File: src/rtl/pipeline_debug_ctrl.sv
// UART-driven debug controller for the 5-stage MIPS pipeline: program load,
// run/step control, and a PC/register/memory dump back to the transmitter.
module pipeline_debug_ctrl #(
    parameter int                 INST_SZ    = 32,
    parameter int                 PC_SZ      = 32,
    parameter int                 REG_SZ     = 5,
    parameter int                 MEM_SZ     = 10,
    parameter logic [INST_SZ-1:0] HALT_INSTR = 32'hFFFF_FFFF
) (
    input  logic               i_clk,
    input  logic               i_reset,
    input  logic [7:0]         i_rx_data,
    input  logic               i_rx_valid,
    input  logic               i_tx_ready,
    output logic [7:0]         o_tx_data,
    output logic               o_tx_valid,
    output logic               o_pipe_reset,
    output logic               o_write,
    output logic               o_enable,
    output logic [INST_SZ-1:0] o_instruction,
    output logic [REG_SZ-1:0]  o_debug_addr,
    input  logic [PC_SZ-1:0]   i_pc,
    input  logic [INST_SZ-1:0] i_reg,
    input  logic [INST_SZ-1:0] i_mem,
    input  logic               i_halt,
    output logic               o_halted
);

    localparam logic [7:0] CMD_LOAD = 8'h4C;
    localparam logic [7:0] CMD_CONT = 8'h43;
    localparam logic [7:0] CMD_STEP = 8'h53;

    localparam int                  NWORDS    = 2 ** REG_SZ;
    localparam int                  DCNT_W    = REG_SZ + 2;
    localparam logic [DCNT_W-1:0]   NREG_LAST = DCNT_W'(NWORDS);
    localparam logic [DCNT_W-1:0]   DUMP_LAST = DCNT_W'(2 * NWORDS);
    localparam logic [MEM_SZ:0]     WORD_MAX  = (MEM_SZ + 1)'(2 ** MEM_SZ);

    typedef enum logic [2:0] {
        IDLE, LOAD, WRITE, RUN, STEP, DUMP_ADDR, DUMP_SEND
    } state_t;

    state_t              state_q, state_d;
    logic [1:0]          byte_cnt_q, byte_cnt_d;
    logic [MEM_SZ:0]     word_cnt_q, word_cnt_d;
    logic [INST_SZ-1:0]  instr_q, instr_d;
    logic [DCNT_W-1:0]   dump_cnt_q, dump_cnt_d;
    logic [REG_SZ-1:0]   debug_addr_q, debug_addr_d;
    logic [INST_SZ-1:0]  shift_q, shift_d;
    logic                addr_wait_q, addr_wait_d;
    logic                halted_q, halted_d;
    logic                pipe_reset_q, pipe_reset_d;
    logic                start_dump;
    logic [INST_SZ-1:0]  dump_word;

    // Word 0 is the PC, words 1..NWORDS are registers, the rest data memory.
    always_comb begin
        if (dump_cnt_q == '0)
            dump_word = INST_SZ'(i_pc);
        else if (dump_cnt_q <= NREG_LAST)
            dump_word = i_reg;
        else
            dump_word = i_mem;
    end

    always_comb begin
        state_d      = state_q;
        byte_cnt_d   = byte_cnt_q;
        word_cnt_d   = word_cnt_q;
        instr_d      = instr_q;
        dump_cnt_d   = dump_cnt_q;
        debug_addr_d = debug_addr_q;
        shift_d      = shift_q;
        addr_wait_d  = addr_wait_q;
        halted_d     = halted_q;
        pipe_reset_d = 1'b0;
        start_dump   = 1'b0;

        case (state_q)
            IDLE: begin
                if (i_rx_valid) begin
                    case (i_rx_data)
                        CMD_LOAD: begin
                            state_d      = LOAD;
                            pipe_reset_d = 1'b1;
                            byte_cnt_d   = '0;
                            word_cnt_d   = '0;
                            halted_d     = 1'b0;
                        end
                        CMD_CONT, CMD_STEP: begin
                            if (halted_q)
                                start_dump = 1'b1;
                            else if (i_rx_data == CMD_CONT)
                                state_d = RUN;
                            else
                                state_d = STEP;
                        end
                        default: ;
                    endcase
                end
            end
            LOAD: begin
                if (i_rx_valid) begin
                    instr_d    = {instr_q[INST_SZ-9:0], i_rx_data};
                    byte_cnt_d = byte_cnt_q + 2'd1;
                    if (byte_cnt_q == 2'd3)
                        state_d = WRITE;
                end
            end
            WRITE: begin
                word_cnt_d = word_cnt_q + (MEM_SZ + 1)'(1);
                if (instr_q == HALT_INSTR || word_cnt_d == WORD_MAX)
                    state_d = IDLE;
                else
                    state_d = LOAD;
            end
            RUN: begin
                if (i_halt) begin
                    halted_d   = 1'b1;
                    start_dump = 1'b1;
                end
            end
            STEP: begin
                halted_d   = halted_q | i_halt;
                start_dump = 1'b1;
            end
            // One settle cycle lets the pipeline's debug read path follow o_debug_addr.
            DUMP_ADDR: begin
                if (!addr_wait_q) begin
                    addr_wait_d = 1'b1;
                end else begin
                    addr_wait_d = 1'b0;
                    shift_d     = dump_word;
                    byte_cnt_d  = '0;
                    state_d     = DUMP_SEND;
                end
            end
            DUMP_SEND: begin
                if (i_tx_ready) begin
                    shift_d    = {shift_q[INST_SZ-9:0], 8'h00};
                    byte_cnt_d = byte_cnt_q + 2'd1;
                    if (byte_cnt_q == 2'd3) begin
                        if (dump_cnt_q == DUMP_LAST) begin
                            state_d = IDLE;
                        end else begin
                            // Old count doubles as the next address and wraps between phases.
                            dump_cnt_d   = dump_cnt_q + DCNT_W'(1);
                            debug_addr_d = dump_cnt_q[REG_SZ-1:0];
                            state_d      = DUMP_ADDR;
                        end
                    end
                end
            end
            default: state_d = IDLE;
        endcase

        if (start_dump) begin
            state_d      = DUMP_ADDR;
            dump_cnt_d   = '0;
            debug_addr_d = '0;
            addr_wait_d  = 1'b0;
        end
    end

    always_ff @(posedge i_clk or negedge i_reset) begin
        if (!i_reset) begin
            state_q      <= IDLE;
            byte_cnt_q   <= '0;
            word_cnt_q   <= '0;
            instr_q      <= '0;
            dump_cnt_q   <= '0;
            debug_addr_q <= '0;
            shift_q      <= '0;
            addr_wait_q  <= 1'b0;
            halted_q     <= 1'b0;
            pipe_reset_q <= 1'b0;
        end else begin
            state_q      <= state_d;
            byte_cnt_q   <= byte_cnt_d;
            word_cnt_q   <= word_cnt_d;
            instr_q      <= instr_d;
            dump_cnt_q   <= dump_cnt_d;
            debug_addr_q <= debug_addr_d;
            shift_q      <= shift_d;
            addr_wait_q  <= addr_wait_d;
            halted_q     <= halted_d;
            pipe_reset_q <= pipe_reset_d;
        end
    end

    assign o_tx_data     = shift_q[INST_SZ-1 -: 8];
    assign o_tx_valid    = (state_q == DUMP_SEND);
    assign o_write       = (state_q == WRITE);
    assign o_enable      = (state_q == RUN) || (state_q == STEP);
    assign o_pipe_reset  = pipe_reset_q;
    assign o_instruction = instr_q;
    assign o_debug_addr  = debug_addr_q;
    assign o_halted      = halted_q;

endmodule

File: config.mk
export PLATFORM = sky130hd
export DESIGN_NAME = pipeline_debug_ctrl
export DESIGN_NICKNAME = d
export VERILOG_FILES = /design/src/rtl/pipeline_debug_ctrl.sv
export SDC_FILE = /design/constraint.sdc
export NUM_CORES = 1
export LEC_CHECK = 0
export BUFFER_PORTS_ARGS = -buffer_cell sky130_fd_sc_hd__buf_4
export CAP_MARGIN = 20
export CORE_MARGIN = 3
export CORE_UTILIZATION = 56
export DETAILED_ROUTE_END_ITERATION = 8
export MAX_ROUTING_LAYER = met4
export PLACE_DENSITY = 0.86
export SLEW_MARGIN = 20
export SYNTH_ARGS = -nofsm -noshare
export SYNTH_HDL_FRONTEND = slang
export SYNTH_SLANG_ARGS = --single-unit
File: constraint.sdc
create_clock -name i_clk -period 4.9 [get_ports i_clk]
set_input_delay 0.245 -clock i_clk [delete_from_list [all_inputs] [get_ports i_clk]]
set_output_delay 0.245 -clock i_clk [all_outputs]
set_load 0.05 [all_outputs]
==> results of run 1 <==
[flip-flops by register name, indices dropped and copies added, names as in the netlist]
register       flops
o_instruction     32
shift_q           32
word_cnt_q        11
dump_cnt_q         7
o_debug_addr       5
state_q            3
byte_cnt_q         2
addr_wait_q        1
o_halted           1
o_pipe_reset       1
[critical path: cells and delay by family, from the launching register on]
family          cells  cell delay (ps)
flops               1              440
buf+inv             2              650
simple gates        2              610
fa+ha+maj           1              180
compound gates      3             1020
[metrics by stage]
step,total power [uW],hold slack [ps],instances,util (%)
CTS,3710,110,831,72.2
detailed placement,3190,190,814,70.0
floorplan,2630,-50.6,563,-
global placement,3120,183,814,70.0
global route,3910,113,831,72.2
finish,3700,131,831,72.2
[layout by cell type (no fill, tap or decap), types with 2 or more instances in the layout]
| cell type | count |
|---|---|
| a21boi_0 | 2 |
| a211oi_2 | 26 |
| nor4_1 | 3 |
| nor3_1 | 3 |
| nor2b_1 | 36 |
| nand2_1 | 48 |
| inv_1 | 7 |
| xor2_1 | 6 |
| nor4b_1 | 3 |
| o21ai_1 | 32 |
| buf_4 | 165 |
| o41ai_1 | 3 |
| a21oi_1 | 36 |
| a211oi_1 | 8 |
| dfrtp_1 | 95 |
| nand3_1 | 7 |
| mux2_2 | 35 |
| a31oi_1 | 5 |
| inv_8 | 3 |
| a22oi_1 | 2 |
| clkbuf_8 | 9 |
| o31ai_1 | 5 |
| o21ai_0 | 50 |
| nand4_1 | 12 |
| ha_1 | 8 |
| nand2b_1 | 7 |
| and2_1 | 4 |
| mux2i_1 | 5 |
| nor2_1 | 53 |
| o32a_1 | 2 |
[logic make-up (layout without fill, tap and decap cells)]
logic type                 Yosys count  after routing  share of synthesized area (%)
muxes                               40             40                           8.22
adders and majority gates            8              8                           1.85
DFF                                 95             95                           44.0
xor gates and xnor gates             7              7                           1.13
and+or+nand+nor                    184            184                           17.1
AOI/OAI and AO/OA                  178            178                           21.8
buffers and inverters               51            190                           5.97
[worst max path at each step]
stage,slack [ps],start,endpoint,cells past startpoint
CTS,1840,dump_cnt_q[0],shift_q[4],8
detailed placement,1890,dump_cnt_q[0],shift_q[4],8
global route,1630,dump_cnt_q[1],shift_q[4],8
global placement,2080,dump_cnt_q[0],shift_q[3],8
finish,1850,dump_cnt_q[0],shift_q[4],8
floorplan,2880,dump_cnt_q[0],shift_q[26],8
[power groups by stage]
stage	logic (uW)	registers (uW)	clock network [uW]
final	1880	1310	516
after global routing	2010	1350	557
after CTS	1880	1300	525
after detailed placement	1880	1320	0
after global placement	1820	1300	0
after floorplan	930	1700	0
[cell type report]
cell class,instances,share of cell area (%)
flip-flops and latches,95,35.3
clock buffers,9,1.84
clock inverters,7,1.11
repair buffers,166,18.5
inverters,8,0.446
well taps,129,2.40
multi-input cells,417,40.4
[metal layers]
metal	share of wire [%]	GRT usage [%]	up-vias
met5	0	-	-
met4	2.6	8.26	0
met3	4.5	3.23	33
met2	52	43.6	169
met1	41	31.7	2316
li1	-	-	2275
[cell usage after synthesis, types with 2 or more instances]
cell / instances
a211oi_1: 9
a211oi_2: 25
a21boi_0: 2
a21oi_1: 36
a22oi_1: 2
a31oi_1: 5
and2_1: 4
buf_1: 3
buf_12: 4
buf_2: 5
buf_4: 10
buf_6: 3
clkbuf_1: 18
dfrtp_1: 95
ha_1: 8
inv_1: 7
mux2_2: 35
mux2i_1: 5
nand2_1: 48
nand2b_1: 7
nand3_1: 7
nand4_1: 12
nor2_1: 53
nor2b_1: 36
nor3_1: 3
nor4_1: 3
nor4b_1: 3
o21ai_0: 50
o21ai_1: 33
o31ai_1: 5
o32a_1: 2
o41ai_1: 3
xor2_1: 6
==> metrics.txt, run 1 <==
Reg-to-Reg End shift_q[4]; detailed-route via count 4,793; drt pass-1 iters 5; largest area contributor in the netlist dfrtp_1; Std-Cell Rows 35; clock-pin slew on the worst setup and hold paths 110 ps; layout cell share with drive strength beyond 1 35.3%; vias in the first global route 4,647; slowest stage delay, CP 620 ps; largest net degree at the start of global routing 67; CTS max path bufs 2; clock power share 13.9%; asr flop ratio synth 100%; min Tclk post-route 3050 ps; critical path capture point type register; Min-Delay Endpoint o_instruction[0]; Seq pwr share 35.3%; slowest stage cell, crit path a21oi_4; fmax 327 MHz; Slew headroom 35.2%; DP HPWL 10,000 um; R2R setup slack 1850 ps; setup ws final 1850 ps; R2R cell count 8; Yosys reg bits 95; Psw 1760 uW; sequential area share after synthesis 44.0%; PwrDens 550 mW/mm^2; Lkg Pwr 0.00292 uW; crit-path max FO 40; hold path cells 2; average size of a mapped cell 9.60 um^2; status finished clean; DRT iter0 DRCs 378; most area-consuming cells after synthesis dfrtp_1, mux2_2, a211oi_2; worst r2r src dump_cnt_q[0]; Hold Crit Start i_rx_data[0]; clock sinks 95; Setup WS pre-CTS 1890 ps; combinational power share 50.8%; nature of the critical path startpoint register; core area 0.00933 mm^2; DP Area 0.00653 mm^2; cts repair resizes 0; GRT Total Usage 25.5%; synthesized net count 680; chip height 104 um; total gr overflow 0; synthesized area 0.00541 mm^2; Crit path arrival time 3290 ps; number of synthesized flops with an enable pin 0; Initial Util 58.0%; Top-Level Pins 159; Slew @ Worst Pin 971 ps; Max-Cap Viols 0; register area 0.00238 mm^2; Pins Over Slew Limit 0; routed vias/inst 5.77; Synth Flop Type dfrtp_1; Port Buf Inserts 158; Sw Ratio 47.7%; first-pass GRT wire length 22,300 um; Tcrit/Tclk final 62.3%; Final Hold Vio Count 0; maximum vdd ir drop 378 uV; Synth top area share 44.0%; CTS root buffer clkbuf_8; post-route ant nets 0; worst min path class input pin to register; post-CTS setup buffer count 0; cells after synthesis 563; hold buffers post-CTS 1; crit-path cells inv_1 > ha_1 > or4b_4 > a21oi_4 > buf_4 > nor2b_1 > a211oi_1 > o21ai_1; critical path class register to register; clock latency on the worst-skew pair 360 ps; synthesis-to-layout area growth 24.6%; design area 0.00674 mm^2; # DRC 0; Multi-input gate area 0.00272 mm^2; Internal Pwr Total 1940 uW; placer congestion estimate 0.887; ANT cells 0; TritonCTS clock tree yes; FILL cells 687; Clock Skew 14.4 ps; die extent in x 104 um; Critical Path RT 5130 ps; Nets 814; Final TNS setup 0 ps; total CTS buffers 9; # setup viols final 0; synth unique cells 49; wire length per cell 16.4 um; total wire length 13,600 um; total die area 0.0109 mm^2; RSZ-0062 raised after global routing no; Ys Warns 0; antenna violations before repair 0; CTS H-tree depth 3
Note: power is estimated with default switching activity, not from simulation.
==> run 2: changes to the inputs <==
CORE_UTILIZATION = 47   (was 56)
PLACE_DENSITY = 0.77   (was 0.86)
clock period = 2.8 ns   (was 4.9 ns; I/O delays follow)
==> run 2 against run 1 <==
Effect of this change:
- combinational power rose by 77%
- utilization fell by 9.5 points
- critical path depth down 1
- clock skew shrank 5.5 ps
- die area is 18% higher
- setup slack got worse by 1300 ps
- sequential power grew 74%
- flip-flop and latch count stayed put
- non-clock buffer count is 5 higher
- via count fell by 0.65%
- highest routed layer unchanged
==> metrics.txt, run 2 (synthesis gave the netlist of run 1 again) <==
status finished clean; cell family with most CP delay compound AO/OA/AOI/OAI gates; die extent in x 113 um (+8.6%); Crit path arrival time 2480 ps (-810 ps); CTS max path bufs 2 (unchanged); Std-Cell Rows 38 (+8.6%); total CTS buffers 9 (unchanged); wire length per cell 16.7 um (+1.6%); total wire length 14,100 um (+3.6%); post-CTS setup buffer count 0 (unchanged); placer congestion estimate 0.890 (+0.32%); post-route insts no fill 847 (+1.9%); crit-path cells inv_1 > ha_1 > nor4b_1 > a211oi_2 > nand4_1 > xor2_1 > nor2_1; drt pass-1 iters 6 (+1); min Tclk post-route 2250 ps (-804 ps); Max-Cap Viols 0 (unchanged); DP HPWL 10,200 um (+1.6%); clock sinks 95 (unchanged); worst r2r src dump_cnt_q[0]; total gr overflow 0 (unchanged); Slew @ Worst Pin 981 ps (+10.1 ps); critical path class register to register; critical path capture point type register; Pins Over Slew Limit 0 (unchanged); worst min path class input pin to register; Min-Delay Endpoint o_instruction[6]; Buf/Inv on CP 1 (-1); Final Core Density 62.8% (-9.5 points); routed wl met3 774 um (+25%); detailed-route via count 4,762 (-0.65%); fmax 445 MHz (+36%); met2 WL 7210 um (+1.2%); most frequent cells in the layout buf_4, dfrtp_1, nor2_1, o21ai_0, nand2_1; Inst Count DP 830 (+2.0%); Final Hold Vio Count 0 (unchanged); largest net degree at the start of global routing 65 (-3.0%); vias in the first global route 4,571 (-1.6%); Clock Skew 8.92 ps (-5.48 ps); Slew headroom 34.5% (-0.67 points); Top-Level Pins 159 (unchanged); total die area 0.0128 mm^2 (+18%); leading cell type in the layout, fill and taps excluded buf_4; FILL cells 934 (+36%); synthesis-to-layout area growth 28.0%; slowest stage cell, crit path a211oi_2; # setup viols final 0 (unchanged); slowest stage delay, CP 810 ps (+190 ps); hold path cells 2 (unchanged); Final TNS setup 0 ps (unchanged); Tcrit/Tclk final 80.3% (+18 points); Port Buf Inserts 158 (unchanged); CTS root buffer clkbuf_16; first-pass GRT wire length 22,800 um (+2.3%); Nets 819 (+0.61%); # DRC 0 (unchanged); Lkg Pwr 0.00301 uW (+3.0%); R2R cell count 7 (-1); CTS H-tree depth 3 (unchanged); design area 0.00692 mm^2 (+2.7%); ANT cells 0 (unchanged); antenna violations before repair 0 (unchanged); RSZ-0062 raised after global routing no; chip height 113 um (+8.6%); DRT iter0 DRCs 455 (+20%); max layer used met4; R2R setup slack 550 ps (-1300 ps); DP Area 0.00660 mm^2 (+1.2%); layout cell share with drive strength beyond 1 35.6% (+0.32 points); core area 0.0110 mm^2 (+18%); post-route ant nets 0 (unchanged); clock latency on the worst-skew pair 350 ps (about the same); Reg-to-Reg End dump_cnt_q[3]; maximum vdd ir drop 944 uV (+150%); PwrDens 995 mW/mm^2 (+81%); crit-path max FO 13 (-68%); Critical Path RT 3030 ps (-2100 ps); wl on met1 5940 um (+7.1%); nature of the critical path startpoint register; TritonCTS clock tree yes; routed vias/inst 5.62 (-2.5%); Hold Crit Start i_rx_data[6]; Initial Util 49.0% (-8.9 points); GRT Total Usage 22.6% (-3.0 points); clock-pin slew on the worst setup and hold paths 70 ps (-40 ps)
[run 2: metrics by stage]
step	hold WS, ps	setup WS (ps)	power [uW]
after global placement	242	597	5540
after CTS	17.0	529	6930
after floorplan	-156	785	4610
after detailed placement	250	536	5630
after global routing	22.2	284	7280
final	28.0	550	6890
[run 2: per-layer routing]
layer,track usage [%],vias to the layer above
met5,-,-
met4,5.61,0
met3,5.24,16
met2,37.4,142
met1,28.1,2316
li1,-,2288
[run 2: worst max-delay path by stage]
stage | start | to | slack, ps | cells after the start
CTS | dump_cnt_q[0] | dump_cnt_q[3] | 530 | 7
finish | dump_cnt_q[0] | dump_cnt_q[3] | 550 | 7
detailed placement | dump_cnt_q[0] | shift_q[4] | 540 | 8
global placement | dump_cnt_q[0] | dump_cnt_q[3] | 600 | 7
floorplan | dump_cnt_q[0] | shift_q[26] | 780 | 8
global route | dump_cnt_q[0] | dump_cnt_q[3] | 280 | 7
[run 2: power breakdown]
| group | internal (uW) | total (uW) | switching (uW) |
|---|---|---|---|
| clock | 713 | 1290 | 573 |
| sequential | 1870 | 2280 | 405 |
| combinational | 1210 | 3330 | 2120 |
[run 2: what timing repair did]
item,4_1_cts,5_1_grt
hold buffers,1,0
endpoints found under the hold margin,56,0
resized for setup,0,0
[run 2: area by class of cell]
class / count / area, um^2 / share of cell area (%)
multi-input combinational: 417 / 2720 / 39.3
sequential: 95 / 2380 / 34.3
timing repair buffer: 171 / 1310 / 18.9
clock buffer: 9 / 225 / 3.25
tap: 140 / 175 / 2.53
clock inverter: 7 / 86.3 / 1.25
inverter: 8 / 30.0 / 0.434
